$ cat config.mk
export PLATFORM = sky130hd
export DESIGN_NAME = mem_port_arbiter
export DESIGN_NICKNAME = d
export VERILOG_FILES = /design/src/rtl/mem_port_arbiter.sv
export SDC_FILE = /design/constraint.sdc
export NUM_CORES = 1
export LEC_CHECK = 0
export ABC_AREA = 1
export BUFFER_PORTS_ARGS = -buffer_cell sky130_fd_sc_hd__buf_2
export CORE_UTILIZATION = 51
export CTS_CLUSTER_SIZE = 24
export DETAILED_ROUTE_END_ITERATION = 8
export MAX_ROUTING_LAYER = met4
export PLACE_DENSITY = 0.82
export SLEW_MARGIN = 0
export SYNTH_ARGS = -nofsm -noshare
export SYNTH_HDL_FRONTEND = slang
export SYNTH_SLANG_ARGS = --single-unit
$ cat constraint.sdc
create_clock -name clk -period 3.75 [get_ports clk]
set_input_delay 0.75 -clock clk [delete_from_list [all_inputs] [get_ports clk]]
set_output_delay 0.75 -clock clk [all_outputs]
set_load 0.03 [all_outputs]
$ cat src/rtl/mem_port_arbiter.sv
// Arbitrates one single-port memory between instruction fetch and the MEM-stage
// data port: data wins, but a streak counter bounds how long a waiting fetch starves.
module mem_port_arbiter #(
    parameter int unsigned ADDR_W        = 32,
    parameter int unsigned DATA_W        = 32,
    parameter int unsigned MAX_DM_STREAK = 4
) (
    input  logic              clk,
    input  logic              rst_n,
    input  logic              if_req_i,
    input  logic [ADDR_W-1:0] if_addr_i,
    output logic [DATA_W-1:0] if_rdata_o,
    output logic              if_ack_o,
    input  logic              dm_read_i,
    input  logic              dm_write_i,
    input  logic [ADDR_W-1:0] dm_addr_i,
    input  logic [DATA_W-1:0] dm_wdata_i,
    output logic [DATA_W-1:0] dm_rdata_o,
    output logic              dm_ack_o,
    output logic              if_stall_o,
    output logic              dm_stall_o,
    output logic              mem_req_o,
    output logic              mem_we_o,
    output logic [ADDR_W-1:0] mem_addr_o,
    output logic [DATA_W-1:0] mem_wdata_o,
    input  logic [DATA_W-1:0] mem_rdata_i,
    input  logic              mem_ack_i
);

    localparam int unsigned STREAK_W = 4;
    localparam logic [STREAK_W-1:0] STREAK_MAX = STREAK_W'(MAX_DM_STREAK);

    typedef enum logic [1:0] {
        IDLE    = 2'd0,
        BUSY_IF = 2'd1,
        BUSY_DM = 2'd2
    } state_e;

    state_e              state_q;
    logic [STREAK_W-1:0] streak_q;
    logic [STREAK_W-1:0] streak_d;
    logic                mem_req_q;
    logic                mem_we_q;
    logic [ADDR_W-1:0]   mem_addr_q;
    logic [DATA_W-1:0]   mem_wdata_q;
    logic                if_ack_q;
    logic                dm_ack_q;
    logic [DATA_W-1:0]   if_rdata_q;
    logic [DATA_W-1:0]   dm_rdata_q;

    logic if_live;
    logic dm_live;
    logic dm_grant;

    // A requester is still asserting during its ack cycle, so it must not be re-granted then.
    assign if_live  = if_req_i & ~if_ack_q;
    assign dm_live  = (dm_read_i | dm_write_i) & ~dm_ack_q;
    assign dm_grant = dm_live & (~if_live | (streak_q < STREAK_MAX));

    assign streak_d = !if_live                 ? '0 :
                      (streak_q < STREAK_MAX)  ? streak_q + STREAK_W'(1) :
                                                 streak_q;

    assign if_stall_o = if_req_i & ~if_ack_q;
    assign dm_stall_o = (dm_read_i | dm_write_i) & ~dm_ack_q;

    assign mem_req_o   = mem_req_q;
    assign mem_we_o    = mem_we_q;
    assign mem_addr_o  = mem_addr_q;
    assign mem_wdata_o = mem_wdata_q;
    assign if_ack_o    = if_ack_q;
    assign dm_ack_o    = dm_ack_q;
    assign if_rdata_o  = if_rdata_q;
    assign dm_rdata_o  = dm_rdata_q;

    // Arbitration in IDLE only; a BUSY state holds the memory bus until mem_ack_i.
    always_ff @(posedge clk or negedge rst_n) begin
        if (!rst_n) begin
            state_q     <= IDLE;
            streak_q    <= '0;
            mem_req_q   <= 1'b0;
            mem_we_q    <= 1'b0;
            mem_addr_q  <= '0;
            mem_wdata_q <= '0;
            if_ack_q    <= 1'b0;
            dm_ack_q    <= 1'b0;
            if_rdata_q  <= '0;
            dm_rdata_q  <= '0;
        end else begin
            if_ack_q <= 1'b0;
            dm_ack_q <= 1'b0;
            case (state_q)
                IDLE: begin
                    if (dm_grant) begin
                        state_q     <= BUSY_DM;
                        streak_q    <= streak_d;
                        mem_req_q   <= 1'b1;
                        mem_we_q    <= dm_write_i;
                        mem_addr_q  <= dm_addr_i;
                        mem_wdata_q <= dm_wdata_i;
                    end else if (if_live) begin
                        state_q    <= BUSY_IF;
                        streak_q   <= '0;
                        mem_req_q  <= 1'b1;
                        mem_we_q   <= 1'b0;
                        mem_addr_q <= if_addr_i;
                    end
                end
                BUSY_IF: begin
                    if (mem_ack_i) begin
                        state_q    <= IDLE;
                        mem_req_q  <= 1'b0;
                        if_ack_q   <= 1'b1;
                        if_rdata_q <= mem_rdata_i;
                    end
                end
                BUSY_DM: begin
                    if (mem_ack_i) begin
                        state_q   <= IDLE;
                        mem_req_q <= 1'b0;
                        dm_ack_q  <= 1'b1;
                        if (!mem_we_q) begin
                            dm_rdata_q <= mem_rdata_i;
                        end
                    end
                end
                default: begin
                    state_q   <= IDLE;
                    mem_req_q <= 1'b0;
                end
            endcase
        end
    end

endmodule

### After elaboration in Yosys (flattened, before gate mapping)

Index checks and enable logic that the tools add are counted.
W data, S select, Z words.

* bits in registers: 138
* latch bits: 0
* bits in writable memories: 0
* bits in read-only memories: 0
* output and inout bits: 134
* word-level logic and storage cells: 54
* memories: 0

* add/sub/neg operators: 1
* multiply operators: 0
* div/mod/pow operators: 0
* magnitude comparators: 1
* equal/unequal tests: 5
* shift operators: 0
* muxes and demuxes: 19
* bitwise gates (word level): 9
* reductions and logical operators: 9

Operators with widths (count)
* $mux W32: 2
* $mux W4: 4
* $mux W1: 8
* $reduce_and A2 Y1: 4
* $mux W2: 3
* $reduce_and A3 Y1: 2
* $add A4 B1 Y4 const B: 1
* $lt A4 B3 Y1 const B: 1
* $not A1 Y1: 4
* $pmux W2 S2: 1
* $and A1 B1 Y1: 3
* $ne A3 B2 Y1 const B: 1
* $ne A3 B3 Y1 const B: 1
* $eq A2 B1 Y1 const B: 1
* $eq A2 B2 Y1 const B: 1
* $logic_not A2 Y1: 1
* $ne A2 B1 Y1 const B: 1
* $or A1 B1 Y1: 2
* $pmux W1 S2: 1
* $reduce_bool A2 Y1: 1
* $reduce_or A2 Y1: 1

### Depth between registers and ports, before layout

* depth in word-level cells: 7
* depth in mapped cells: 9

### Worst setup path after synthesis

Ideal clock, no wire load.

* kind: in2out
* start point: input port dm_write_i
* end point: output port dm_stall_o
* arrival: 1236 ps
* data required time: 3000 ps
* setup slack: 1764 ps
* stages on the path: 3
* path buffers: 1
* path through: nor2_2 nor2_8 buf_2

* word-level cells in the longest chain between the ends: 2

RTL lines
* start: declaration: line 15 `input logic dm_write_i,`
* $or A1 B1 Y1: line 65 `assign dm_stall_o = (dm_read_i | dm_write_i) & ~dm_ack_q;`
* $and A1 B1 Y1: line 65
* end: declaration: line 21 `output logic dm_stall_o,`

Every way passes these cells.

### Final worst setup path

Same ends and word-level chain as after synthesis.

==> qor.yml <==
synthesis.nets: 823
start_util_pct: 52.2
timing.clock.skew_ns: 0.0109
async_flop_share_pct: 100
maximum_number_of_pins_on_one_net_before_global_route_repair: 79
dp.final_hpwl_um: 9990
clockBufferDepth: 2
tightest_slew_ns: 1.05
fp.dieH_um: 110
postSynth.topFlopCell: "sky130_fd_sc_hd__dfrtp_1"
sequential_to_total_area_share_from_yosys_stat_pct: 58.2
most_frequent_cells_after_synthesis: "280 x sky130_fd_sc_hd__nand2_1, 138 x sky130_fd_sc_hd__dfrtp_1, 77 x sky130_fd_sc_hd__inv_1, 58 x sky130_fd_sc_hd__o21ai_0, 38 x sky130_fd_sc_hd__nand3_1"
design.final.nets: 1077
avgRoutedWirePerCell_um: 13.2
h-tree-depth: 4
worst_setup_path_end_kind: "output pin"
max_slew_margin_pct: 29.8
grt_antenna_before_repair: 0
hold_path.class: "input port to asynchronous set/reset pin"
worstSetupStartpointType: "input port"
leakagePower_nw: 4.62
critPathRequiredTime_ns: 3.00
chipWidth_um: 110
worst_slack_ns: 1.36
critPathArrivalTime_ns: 1.64
tritoncts_num_sinks: 138
post_detailed_routing_wire_length_um: 14500
synthesis.area_um2: 5930
grt_usage_pct: 25.3
global_route_wire_length_before_repair_um: 22700
final_wtd_congestion: 0.818
coreArea_um2: 11400
fp-row-count: 39
port-buffer-count: 267
top_cells_by_area_synth: "sky130_fd_sc_hd__dfrtp_1 58%, sky130_fd_sc_hd__nand2_1 18%, sky130_fd_sc_hd__o21ai_0 4.9%"
grt_pass1_vias: 4845
max_freq_ghz: 0.419
via_count: 5262
vias_per_cell: 4.81
rsz0062_at_grt: "no"
path_class: "input port to output pin"
average_instance_area_after_synthesis_um2: 8.66
synth_seq_cells: 138
finalMaxSlewViolations: 0
final_area_um2: 7880
postSynthCellCount: 685
synth-edff-count: 0
grt_remaining_overflow: 0
setup_buffers_after_cts: 0
cts_made_buffers: 17
n_antenna_cell: 0
yosys_warnings: 0
max_cap_violations: 0
cts.reportedPaths.clkPinSlew_ns: 0.06
power_density_nw_per_um2: 990
rr_worst_depth: 7
post_cts_resized: 0
drtAntennaViolNets: 0
floorplan.die_area_um2: 12100
total_setup_violations_reported_at_the_end_of_the_flow: 0
hold_viol_final: 0
design.portCount: 268
skew_pair_late_insertion_delay_ns: 0.40
rr_startpoint: "state_q[0]"
yosys_top_cell_area_share_pct: 58.2
cts-root-buf: "sky130_fd_sc_hd__clkbuf_16"
final_layout_size_suffix_gt1_share_pct: 33.0
post-place-ws_ns: 1.31
post_place_instance_area_um2: 7290
synthDominantAreaCellType: "sky130_fd_sc_hd__dfrtp_1"
r2r_slack_ns: 1.71
worstSetupStartpoint: "dm_write_i"
r2r_end: "mem_addr_o[2]"
fin_setup_tns_ns: 0
ir_drop_v: 0.000605
drtIter0Drc: 389
final_period_minus_worst_setup_slack_ns: 2.39
area_delta_synth_final_pct: 32.8
status: "finished clean"
post-synth-top-count-cell: "sky130_fd_sc_hd__nand2_1"
postCtsHoldBufs: 0
cts_tree: "built"
dr.pass1.iters: 7
synth.lib_cells_used.distinct: 24
detail_route.drc_violations: 0
finalCritPeriodShare_pct: 63.7
crit_path_end: "dm_stall_o"
critical_path.max_fanout: 35
how the worst min path moves through the flow:
| stage | startpoint | end | slack (ns) | cells after the start |
|---|---|---|---|---|
| 5_1_grt | rst_n | mem_addr_o[28] | 0.34 | 1 |
| 4_1_cts | rst_n | mem_addr_o[29] | 0.33 | 1 |
| 2_1_floorplan | rst_n | dm_ack_o | 0.45 | 0 |
| 6_report | rst_n | mem_addr_o[29] | 0.31 | 1 |
| 3_3_place_gp | mem_wdata_o[31] | mem_wdata_o[31] | 0.45 | 2 |
| 3_5_place_dp | mem_wdata_o[28] | mem_wdata_o[28] | 0.45 | 2 |
area by class of cell:
class | instances | area, µm²
sequential | 138 | 3450
clock buffer | 19 | 443
fill | 945 | 3490
timing repair buffer | 271 | 1390
clock inverter | 13 | 143
tap | 143 | 179
inverter | 78 | 295
multi-input combinational | 433 | 1980
worst max-delay path, stage by stage:
cell	delay [ns]
sky130_fd_sc_hd__buf_2	0.12
sky130_fd_sc_hd__nor2_2	0.07
sky130_fd_sc_hd__nor2_8	0.39
sky130_fd_sc_hd__buf_2	0.29
flip-flops by register name (all words and copies together), names as in the netlist:
name and flops:
mem_req_o 1, dm_ack_o 1, state_q 2, mem_addr_o 32
mem_wdata_o 32, streak_q 4, dm_rdata_o 32, mem_we_o 1
if_ack_o 1, if_rdata_o 32
where the power goes:
part           total, W  leakage [nW]  internal (W)  switching, W
Clock           0.00164         0.284       0.00100      0.000636
Sequential      0.00258          1.71       0.00220      0.000381
Combinational   0.00358          2.63      0.000978       0.00260
Total           0.00779          4.62       0.00418       0.00362
per-stage QoR:
step | hold WS (ns) | util [%] | instances | power [W]
final | 0.306 | 69.3 | 1095 | 0.00779
after global routing | 0.341 | 69.3 | 1095 | 0.00835
after CTS | 0.329 | 69.3 | 1095 | 0.00785
after detailed placement | 0.454 | 64.1 | 1063 | 0.00618
after global placement | 0.448 | 64.1 | 1063 | 0.00610
after floorplan | 0.453 | - | 685 | 0.00514
layer usage:
metal  part of all wire (%)  global-route usage, %  up-vias
met4                    1.7                   7.90        0
met1                     43                   31.8     2421
li1                       -                      -     2618
met2                     49                   39.6      205
met5                      0                      -        -
met3                    6.7                   7.41       18
cell usage in the layout, fill, tap and decap left out, drive strengths merged:
cell,Yosys,layout
or2,2,2
nand3,38,38
inv,78,80
ha,4,4
buf,24,271
nor2,8,8
clkbuf,12,19
nand2,282,282
bufinv,0,2
clkinv,0,7
o21ai,66,66
a21oi,1,1
clkinvlp,0,2
dfrtp,138,138
nand3b,32,32
cell families after synthesis:
group | after synthesis | share of synthesized area, %
simple gates | 362 | 26.6
flops | 138 | 58.2
buf+inv | 114 | 8.52
compound gates | 67 | 5.84
fa+ha+maj | 4 | 0.844
No activity file was read; power rests on OpenSTA's default activity.
